<file path="src/rtl/ks0108_bus_writer.sv">
// ks0108_bus_writer: write-only bus timing stage for a dual-controller
// 128x64 KS0108 graphic LCD. It owns panel power-up: an LCD_RST pulse
// followed by the display-on and start-line commands to both controllers.
// After power-up it accepts command/data bytes over a valid/ready handshake.
// Each byte becomes one SETUP/STROBE/HOLD bus cycle, and each phase is
// TICK_DIV clocks long.
//
// Ports:
//   CLK, RESET        clock, asynchronous active-low reset
//   REQ_VALID/READY   request handshake; READY is high only when idle and
//                     initialised
//   REQ_DI/CS/DATA    request payload, latched on the accepting edge
//   INIT_DONE         power-up sequence finished; stays high until reset
//   LCD_*             panel pins (E, R/W, D/I, CS1, CS2, RST, DB[7:0])
module ks0108_bus_writer #(
  parameter int unsigned TICK_DIV = 256,
  parameter int unsigned RST_HOLD = 4
) (
  input  logic       CLK,
  input  logic       RESET,
  input  logic       REQ_VALID,
  output logic       REQ_READY,
  input  logic       REQ_DI,
  input  logic [1:0] REQ_CS,
  input  logic [7:0] REQ_DATA,
  output logic       INIT_DONE,
  output logic       LCD_ENABLE,
  output logic       LCD_RW,
  output logic       LCD_DI,
  output logic       LCD_CS1,
  output logic       LCD_CS2,
  output logic       LCD_RST,
  output logic [7:0] LCD_DATA
);

  localparam int unsigned CNT_W = $clog2(TICK_DIV);
  localparam int unsigned RH_W  = (RST_HOLD > 1) ? $clog2(RST_HOLD) : 1;
  localparam logic [CNT_W-1:0] CNT_MAX = CNT_W'(TICK_DIV - 1);
  localparam logic [RH_W-1:0]  RH_LAST = RH_W'(RST_HOLD - 1);

  typedef enum logic [2:0] {
    S_RST_LOW,
    S_RST_WAIT,
    S_IDLE,
    S_SETUP,
    S_STROBE,
    S_HOLD
  } state_e;

  state_e           state_q;
  logic [CNT_W-1:0] cnt_q;
  logic [CNT_W-1:0] cnt_d;
  logic [RH_W-1:0]  rh_cnt_q;
  logic [1:0]       init_idx_q;
  logic             init_done_q;
  logic             en_q;
  logic             di_q;
  logic [1:0]       cs_q;
  logic [7:0]       data_q;
  logic             lcd_rst_q;
  logic             tick_c;
  logic             accept_c;
  logic [1:0]       init_nxt_c;

  // Power-up commands: display on (0x3F), then start line 0 (0xC0).
  // Each command goes to CS1 first, then to CS2.
  function automatic logic [7:0] init_data(input logic [1:0] idx);
    return idx[1] ? 8'hC0 : 8'h3F;
  endfunction

  function automatic logic [1:0] init_cs(input logic [1:0] idx);
    return idx[0] ? 2'b10 : 2'b01;
  endfunction

  assign tick_c     = (cnt_q == CNT_MAX);
  assign REQ_READY  = (state_q == S_IDLE) && init_done_q;
  assign accept_c   = REQ_VALID && REQ_READY;
  assign init_nxt_c = init_idx_q + 2'd1;

  // Phase timer. Restarting it on accept makes every user phase a full
  // TICK_DIV clocks long.
  always_comb begin
    cnt_d = cnt_q + CNT_W'(1);
    if (accept_c || tick_c) begin
      cnt_d = '0;
    end
  end

  always_ff @(posedge CLK or negedge RESET) begin
    if (!RESET) begin
      cnt_q <= '0;
    end else begin
      cnt_q <= cnt_d;
    end
  end

  // Power-up sequencing and the bus write cycle.
  always_ff @(posedge CLK or negedge RESET) begin
    if (!RESET) begin
      state_q     <= S_RST_LOW;
      rh_cnt_q    <= '0;
      init_idx_q  <= 2'd0;
      init_done_q <= 1'b0;
      en_q        <= 1'b0;
      di_q        <= 1'b0;
      cs_q        <= 2'b00;
      data_q      <= 8'h00;
      lcd_rst_q   <= 1'b0;
    end else begin
      case (state_q)
        S_RST_LOW: begin
          if (tick_c) begin
            if (rh_cnt_q == RH_LAST) begin
              lcd_rst_q <= 1'b1;
              state_q   <= S_RST_WAIT;
            end else begin
              rh_cnt_q <= rh_cnt_q + RH_W'(1);
            end
          end
        end
        S_RST_WAIT: begin
          if (tick_c) begin
            init_idx_q <= 2'd0;
            data_q     <= init_data(2'd0);
            cs_q       <= init_cs(2'd0);
            di_q       <= 1'b0;
            state_q    <= S_SETUP;
          end
        end
        S_IDLE: begin
          if (accept_c) begin
            data_q  <= REQ_DATA;
            cs_q    <= REQ_CS;
            di_q    <= REQ_DI;
            state_q <= S_SETUP;
          end
        end
        S_SETUP: begin
          if (tick_c) begin
            en_q    <= 1'b1;
            state_q <= S_STROBE;
          end
        end
        S_STROBE: begin
          if (tick_c) begin
            en_q    <= 1'b0;
            state_q <= S_HOLD;
          end
        end
        S_HOLD: begin
          if (tick_c) begin
            if (!init_done_q && (init_idx_q != 2'd3)) begin
              // The next power-up write follows directly with no idle gap.
              init_idx_q <= init_nxt_c;
              data_q     <= init_data(init_nxt_c);
              cs_q       <= init_cs(init_nxt_c);
              state_q    <= S_SETUP;
            end else begin
              // Chip selects drop when idle; DATA and DI keep their last value.
              init_done_q <= 1'b1;
              cs_q        <= 2'b00;
              state_q     <= S_IDLE;
            end
          end
        end
        default: begin
          state_q <= S_RST_LOW;
        end
      endcase
    end
  end

  assign INIT_DONE  = init_done_q;
  assign LCD_ENABLE = en_q;
  assign LCD_RW     = 1'b0;
  assign LCD_DI     = di_q;
  assign LCD_CS1    = cs_q[0];
  assign LCD_CS2    = cs_q[1];
  assign LCD_RST    = lcd_rst_q;
  assign LCD_DATA   = data_q;

endmodule
</file>
<file path="config.mk">
export PLATFORM = sky130hd
export DESIGN_NAME = ks0108_bus_writer
export DESIGN_NICKNAME = d
export VERILOG_FILES = /design/src/rtl/ks0108_bus_writer.sv
export SDC_FILE = /design/constraint.sdc
export NUM_CORES = 1
export LEC_CHECK = 0
export BUFFER_PORTS_ARGS = -buffer_cell sky130_fd_sc_hd__buf_4
export CORE_UTILIZATION = 55
export DETAILED_ROUTE_END_ITERATION = 16
export PLACE_DENSITY = 0.8
export REMOVE_ABC_BUFFERS = 1
export SETUP_SLACK_MARGIN = 0.02
export SLEW_MARGIN = 25
export SYNTH_ARGS = -nofsm -noshare
export SYNTH_HDL_FRONTEND = slang
export SYNTH_SLANG_ARGS = --single-unit
</file>
<file path="constraint.sdc">
create_clock -name CLK -period 4.41 [get_ports CLK]
set_input_delay 0.441 -clock CLK [delete_from_list [all_inputs] [get_ports CLK]]
set_output_delay 0.441 -clock CLK [all_outputs]
set_load 0.03 [all_outputs]
</file>
**Yosys cells after proc, flatten, opt, wreduce, memory -nomap -nowiden**

Cells that the tools add are included.

- Mux-type cells: 31
- Add/subtract/negate cells: 3
- Reductions and logical operators: 19
- Bitwise operators: 2
- Eq/ne operators: 16

Operator list:

| kind | number |
|---|---|
| 8-bit 2-to-1 mux | 6 |
| 8-bit case mux with 3 select lines | 1 |
| 3-bit 2-to-1 mux | 7 |
| 2-bit != test, second input constant | 9 |
| 3-bit case mux with 6 select lines | 1 |
| 2-bit 2-to-1 mux | 8 |
| 3-bit AND reduction | 5 |
| 8-bit by 1-bit adder with 8-bit output, second input constant | 1 |
| 8-bit equality test, second input constant | 1 |
| 4-bit AND reduction | 2 |
| 7-bit AND reduction | 1 |
| 3-bit by 2-bit equality test with 1-bit output, second input constant | 2 |
| 3-bit equality test, second input constant | 2 |
| 2-bit case mux with 3 select lines | 1 |
| 2-bit nonzero test | 3 |
| 5-bit AND reduction | 1 |
| 2-bit by 1-bit adder with 2-bit output, second input constant | 2 |
| 1-bit 2-to-1 mux | 4 |
| 1-bit case mux with 2 select lines | 2 |
| 2-bit case mux with 2 select lines | 1 |
| 3-bit by 1-bit equality test with 1-bit output, second input constant | 1 |
| 1-bit logical AND | 3 |
| 3-bit zero test | 1 |
| 3-bit nonzero test | 1 |
| 4 further kinds | 5 |

- Output and inout port bits: 16
- Bits of input ports: 14
- Word-level logic and storage cells: 81
- Bits in registers: 29

**Logic depth before layout (Yosys ltp)**

Gate-level depths: netlist of the first run.

- Depth after elaboration: 5
- Gate-level depth with buffers: 7
- Depth with buffers taken out: 5

**Worst setup path after synthesis of the first run**

OpenSTA, ideal clock, no wires.

- Path type: register to register
- Start point: reg cnt_q[0]
- End point: reg data_q[6], in the netlist LCD_DATA[6]
- Clock period less this slack: 1845 ps
- Data arrival time: 1720 ps
- Slack: 2565 ps
- Buffers on the path: 2
- Cell stages (with the launch flop): 8
- Required time: 4285 ps
- Library setup time: 125 ps
- Cells stage by stage: dfrtp_1 ha_1 and3_4 buf_6 and2_1 buf_6 a31oi_4 mux2_4

- Cells in the longest elaborated chain, start to end: 3
- Elaborated cells on any way between the ends: 4
- Those cells by class: eq/ne (3); reduce/logical (1)

Ends and longest elaborated chain:

| what | RTL line | source |
|---|---|---|
| start: declaration | 51 | `logic [CNT_W-1:0] cnt_q;` |
| start signal: assignment | 93 | `cnt_q <= cnt_d;` |
| 8-bit equality test (*) | 75 | `assign tick_c = (cnt_q == CNT_MAX);` |
| 2-bit != test (no line) | - |  |
| 5-bit AND reduction (no line) (*) | - |  |
| end signal: assignment | 124 | `data_q <= init_data(2'd0);` |
| end signal: assignment | 155 | `data_q <= init_data(init_nxt_c);` |
| end: declaration | 59 | `logic [7:0] data_q;` |

Every way passes the cells marked *; elsewhere a longest branch is shown, timed or not.
A chain may end at the register's enable or synchronous reset.

**Worst setup path in the final report of the first run**

- Start point: reg state_q[2]
- End point: out REQ_READY

- Cells in the longest elaborated chain, start to end: 2

Ends and longest elaborated chain:

| what | RTL line | source |
|---|---|---|
| start: declaration | 50 | `state_e state_q;` |
| start signal: assignment | 100 | `state_q <= S_RST_LOW;` |
| start signal: assignment | 115 | `state_q <= S_RST_WAIT;` |
| start signal: assignment | 127 | `state_q <= S_SETUP;` |
| 3-bit by 2-bit equality test with 1-bit output | 76 | `assign REQ_READY = (state_q == S_IDLE) && init_done_q;` |
| 1-bit logical AND | 76 |  |
| end: declaration | 22 | `output logic REQ_READY,` |

Every way passes these cells.

==> results of run 1 <==
-- state kept, by name, indices dropped and copies added (netlist names) --
register    count
cnt_q           8
init_idx_q      2
rh_cnt_q        2
LCD_RST         1
INIT_DONE       1
state_q         3
cs_q            2
LCD_DATA        8
LCD_ENABLE      1
LCD_DI          1
-- routing by layer --
metal,vias up,global-route usage (%)
met4,0,12.0
met5,-,0
met1,545,30.9
met2,35,32.7
met3,10,7.06
li1,554,-
-- metrics by stage --
step	setup WS (ns)	hold WS [ns]	util (%)	cells
after floorplan	2.69	0.145	-	136
after global placement	2.61	0.379	66.7	194
after detailed placement	2.54	0.383	66.7	194
after CTS	2.37	0.0137	69.5	202
after global routing	2.25	0.0228	69.5	202
final	2.38	0.00848	69.5	202
-- kinds of logic after synthesis --
family | count (synthesis) | synth area share, %
flops | 29 | 48.5
simple gates | 52 | 18.3
xor+xnor | 7 | 4.10
buf+inv | 16 | 6.35
fa+ha+maj | 3 | 2.51
compound gates | 24 | 11.7
mux | 11 | 8.28
other cells | 1 | 0.251
-- power by group --
group | leakage [uW] | switching, uW | internal, uW | total [uW]
sequential | 0.000357 | 0.223 | 266 | 266
combinational | 0.000519 | 8.79 | 8.36 | 17.1
clock | 0.0000413 | 92.3 | 92.3 | 185
total | 0.000917 | 101 | 367 | 468
-- final cells by class --
class / instances / area (um2)
tap: 30 / 37.5
inverter: 9 / 33.8
sequential: 29 / 726
timing repair buffer: 28 / 210
clock inverter: 1 / 5.00
multi-input combinational: 98 / 676
fill: 210 / 769
clock buffer: 7 / 65.1
-- synthesized netlist by cell type (3+ instances only) --
| cell | count | area share [%] |
|---|---|---|
| buf_6 | 4 | 3.0 |
| xnor2_1 | 4 | 2.3 |
| ha_1 | 3 | 2.5 |
| a2bb2oi_1 | 3 | 1.8 |
| nand3_1 | 8 | 2.7 |
| mux2i_1 | 6 | 4.0 |
| nand2_1 | 16 | 4.0 |
| o21ai_0 | 8 | 2.7 |
| a21oi_1 | 3 | 1.0 |
| xor2_1 | 3 | 1.8 |
| nor2_1 | 11 | 2.8 |
| and3_1 | 4 | 1.7 |
| inv_1 | 9 | 2.3 |
| mux2_2 | 3 | 2.3 |
| dfrtp_1 | 29 | 48 |
-- how the worst max path moves through the flow --
| stage | to | slack (ns) | depth (start not counted) |
|---|---|---|---|
| 2_1_floorplan | LCD_DATA[6] | 2.69 | 5 |
| 3_3_place_gp | LCD_DATA[6] | 2.61 | 5 |
| 3_5_place_dp | LCD_DATA[7] | 2.54 | 5 |
| 4_1_cts | REQ_READY | 2.37 | 3 |
| 5_1_grt | REQ_READY | 2.25 | 3 |
| 6_report | REQ_READY | 2.38 | 3 |
-- worst reg2reg max path: stages (launching register included) --
cell	delay [ns]
dfrtp_1	0.41
ha_1	0.23
and3_4	0.19
and2_1	0.23
a31oi_4	0.38
mux2_4	0.34
==> impl_metrics.csv, run 1 <==
group,metric,value,unit
cts,cts_tree,"done",
grt,grt_pass1_vias,964,
drt,route.met2.wl,1310,um
die,die-width,54.2,um
synthesis,seq_area_frac_synth,48.5,%
synthesis,synth_flop_cell,"dfrtp_1",
die,start_util,59.3,%
sta,fin_setup_tns,0,ns
die,die-area,0.00293,mm2
grt,grt.overflow.total,0,
setup_path,r2r_end,"LCD_DATA[7]",
synthesis,synth_edf_count,0,
pwr,power_density,267,mW/mm2
drt,dr.pass1.iters,4,
drt,drt_iter0_markers,26,
setup_path,max_stage_delay,0.57,ns
cts,clk_latency,0.33,ns
min_path,hp-class,"input pin to async pin",
setup_path,critPathMaxFanout,16,
layout,drive_gt1_share,26.7,%
grt,antenna_found_initial,0,
setup_path,r2r_cells,5,
layout,nets,188,
setup_path,crit_chain,"nor3b_4 > and2_1 > buf_4",
cts,clockBufferDepth,2,
setup_path,slowest_stage,"dfrtp_1",
die,design.portCount,30,
sta,fin_crit_sh,46.1,%
placed_design,routabilityCongestion,0.830,
synthesis,ys_seq_elements,29,
sta,hold_viol,0,
sta,period_minus_slack,2.03,ns
drt,vias,1144,
setup_path,crit_family,"flip-flops",
pwr,p_leak,0.000917,uW
drt,highest_layer,"met4",
synthesis,avgSynthCellArea,10.5,um2
setup_path,worstSetupPathType,"flip-flop to primary output",
placed_design,placed_area,0.00168,mm2
drt,routed-wl-met3,134,um
grt,grt_max_degree,30,
layout,post-route-cell-area,0.00175,mm2
grt,groute.usage.overall,22.9,%
drt,vias_per_cell,5.66,
sta,max_freq,0.492,GHz
drt,antenna_left,0,
die,core_region_area,0.00252,mm2
pwr,p_total,468,uW
synthesis,async_flop_share,100,%
cts,ctsResizeCount,0,
layout,final_cell_mix,"dfrtp_1, buf_4, nand2_1",
setup_path,end_kind,"primary output",
cts,cts_buffers,5,
setup_path,rr_startpoint,"cnt_q[0]",
setup_path,arrival,1.59,ns
grt,grt_pass1_wl,4590,um
setup_path,crit_start,"state_q[2]",
run_status,run_status,"finished clean",
drt,routedWlPerCell,13.7,um
drt,wl,2780,um
die,dieHeight,54.2,um
drt,drc,0,
layout,final_common_cell,"dfrtp_1",
setup_path,reg2reg_slack,2.52,ns
sta,rsz0062_at_grt,"false",
job,maxCapViolCount,0,
cts,cts_setup_buffers,0,
cts,htree_levels,2,
cts,cts.clk_slew.worst_paths,0.09,ns
sta,finalMaxSlewViolations,0,
cts,clockRootBuffer,"clkbuf_4",
sta,skew,0.00822,ns
placed_design,hpwl,2060,um
synthesis,syn_inst,143,
synthesis,yosysWarnings,0,
die,rows,18,
layout,syn2layout_area_growth,17.1,%
sta,setup_viol_count_final,0,
synthesis,ys_types,38,
pwr,peakVddDrop,0.235,mV
cts,clkSinkCount,29,
placed_design,port_buffers,28,
setup_path,worst_setup_path_start_kind,"flip-flop",
setup_path,crit_buf_inv,1,
layout,antenna_cells,0,
cts,cts_hold_buf,0,
setup_path,cp.required,3.97,ns
synthesis,syn-cell-area,0.00150,mm2
drt,m1WireLength,1260,um
No activity file was read; power rests on OpenSTA's default activity.
==> run 2: changes to the inputs <==
- ABC_AREA: default -> 1
- CORE_UTILIZATION: 55 -> 54
- PLACE_DENSITY: 0.8 -> 0.78
- clock period: 4.41 -> 2.11 ns (I/O delays scaled with it)
==> run 2 against run 1 <==
Combinational power grew 100%. Synthesized cell count is 31% higher. Cell area is 5.0% higher. First-iteration DRC count rose by 120%. Area after synthesis increased by 4.9%. Non-clock buffer count is 1 higher. Critical path type is now flip-flop to flip-flop. Largest cell class is now multi-input gates. Largest power group unchanged.
==> impl_metrics.csv, run 2 <==
group,metric,value,unit
drt,routedWlPerCell,12.4,um
sta,skew,0.00694,ns
layout,drive_gt1_share,24.4,%
cts,cts_setup_buffers,0,
sta,period_minus_slack,1.67,ns
cts,htree_levels,2,
drt,highest_layer,"met4",
sta,rsz0062_at_grt,"false",
synthesis,ys_types,31,
synthesis,synth_area_leaders,"dfrtp_1, nand2_1, nand4_1, nor2_1, nand3_1",
pwr,pwr-share-clk,34.9,%
grt,antenna_found_initial,0,
run_status,run_status,"finished clean",
setup_path,cp.required,2.33,ns
grt,groute.usage.overall,22.2,%
placed_design,placed_area,0.00178,mm2
drt,drc,0,
setup_path,slowest_stage,"dfrtp_1",
min_path,hp-class,"input pin to flip-flop",
synthesis,yosysTopAreaCellShare,46.2,%
placed_design,routabilityCongestion,0.835,
die,dieHeight,55.9,um
synthesis,ys_seq_elements,29,
grt,grt_pass1_vias,1252,
placed_design,hpwl,2310,um
cts,clockBufferDepth,2,
sta,max_freq,0.600,GHz
setup_path,max_stage_delay,0.45,ns
synthesis,seq_area_frac_synth,46.2,%
pwr,switching_share,22.2,%
cts,ctsResizeCount,0,
synthesis,yosys-top-cells-count,"nand2_1, dfrtp_1, nor2_1",
layout,final_common_cell,"nand2_1",
setup_path,worst_setup_path_start_kind,"flip-flop",
drt,vias_per_cell,5.22,
pwr,power.switching,201,uW
die,die-width,55.9,um
drt,dr.pass1.iters,5,
sta,hold_viol,0,
sta,finalMaxSlewViolations,0,
setup_path,crit_chain,"nor2_2 > nand2_4 > clkinv_4 > nor2_4 > nor2_4 > nand3_2 > nand2_1 > nand2_1",
cts,clk_latency,0.33,ns
synthesis,yosysTopAreaCell,"dfrtp_1",
setup_path,arrival,1.89,ns
drt,vias,1316,
grt,grt_pass1_wl,5310,um
cts,cts_tree,"done",
drt,wl,3130,um
pwr,p_total,905,uW
synthesis,async_flop_share,100,%
drt,antenna_left,0,
pwr,sequentialPowerShare,61.3,%
pwr,peakVddDrop,0.391,mV
pwr,combPwrFrac,3.8,%
pwr,p_leak,0.000942,uW
layout,post-route-cell-area,0.00184,mm2
placed_design,placed_cells,243,
drt,route.met2.wl,1490,um
setup_path,worstSetupPathType,"flip-flop to flip-flop",
layout,nets,237,
die,rows,19,
cts,clockRootBuffer,"clkbuf_4",
sta,fin_crit_sh,78.9,%
grt,grt.overflow.total,0,
setup_path,critPathMaxFanout,11,
die,start_util,56.9,%
sta,fin_setup_tns,0,ns
setup_path,end_kind,"flip-flop",
synthesis,syn_inst,188,
grt,grt_max_degree,30,
die,design.portCount,30,
synthesis,synth_flop_cell,"dfrtp_1",
layout,final_cell_mix,"nand2_1, dfrtp_1, buf_4",
synthesis,yosysWarnings,0,
die,core_region_area,0.00276,mm2
sta,setup_viol_count_final,0,
drt,m1WireLength,1400,um
layout,finish.utilization,66.7,%
job,maxCapViolCount,0,
synthesis,avgSynthCellArea,8.35,um2
cts,cts.clk_slew.worst_paths,0.09,ns
layout,antenna_cells,0,
cts,clkSinkCount,29,
synthesis,syn-cell-area,0.00157,mm2
pwr,power_density,492,mW/mm2
cts,cts_buffers,5,
cts,cts_hold_buf,1,
die,die-area,0.00313,mm2
layout,syn2layout_area_growth,17.2,%
layout,final_cells,252,
synthesis,synth_edf_count,0,
placed_design,port_buffers,28,
drt,routed-wl-met3,176,um
synthesis,yosysMostFrequentCell,"nand2_1",
pwr,p_int,704,uW
drt,drt_iter0_markers,56,
## run 2: cell types whose count changed after synthesis, moves of 4 or more
cell / before / now
nand2_1: 16 / 66
nand4_1: 1 / 9
mux2i_1: 6 / 0
and3_1: 4 / 0
nand2_2: 0 / 4
## run 2: power groups by stage
| stage | logic [uW] | clock network, uW | registers [uW] |
|---|---|---|---|
| 6_report | 34.4 | 316 | 555 |
| 5_1_grt | 38.2 | 342 | 555 |
| 4_1_cts | 35.2 | 326 | 555 |
| 3_5_place_dp | 33.5 | 0 | 566 |
| 3_3_place_gp | 33.5 | 0 | 566 |
| 2_1_floorplan | 2.66 | 0 | 566 |
## run 2: cell families after synthesis
kind of cell	count (synthesis)	share of synthesized area [%]
simple gates	118	36.8
flops	29	46.2
buf+inv	18	6.06
compound gates	16	6.61
xor+xnor	3	1.67
fa+ha+maj	3	2.39
other cells	1	0.239
## run 2: critical path, delay by kind of cell (launching register included)
kind / cells / cell delay [ns]
simple gates: 7 / 0.99
flops: 1 / 0.45
buf+inv: 1 / 0.11
## run 2: final timing paths
path                                 start            end  slack [ns]  depth (start not counted)
worst max-delay path            state_q[0]    LCD_DATA[5]        0.44                          8
worst min-delay path             REQ_CS[0]        cs_q[0]        0.23                          5
worst max register to register  state_q[0]    LCD_DATA[5]        0.44                          8
worst min register to register    cnt_q[0]       cnt_q[0]        0.47                          1
max in group asynchronous            RESET  init_idx_q[0]        1.52                          2
min in group asynchronous            RESET    LCD_DATA[3]        0.33                          2
## run 2: routing by layer
layer | track usage (%) | up-vias
li1 | - | 667
met1 | 27.5 | 600
met2 | 34.8 | 41
met3 | 6.05 | 8
met4 | 13.2 | 0
met5 | 0 | -
## run 2: stage by stage
step	worst slack, ns	hold slack [ns]
2_1_floorplan	0.510	-0.0846
3_3_place_gp	0.562	0.149
3_5_place_dp	0.486	0.151
4_1_cts	0.434	0.227
5_1_grt	0.339	0.248
6_report	0.444	0.228
## run 2: layout make-up
class | instances | area, um2
clock buffer | 8 | 48.8
multi-input combinational | 141 | 749
timing repair buffer | 29 | 220
tap | 31 | 38.8
inverter | 14 | 57.6
fill | 241 | 917
sequential | 29 | 726
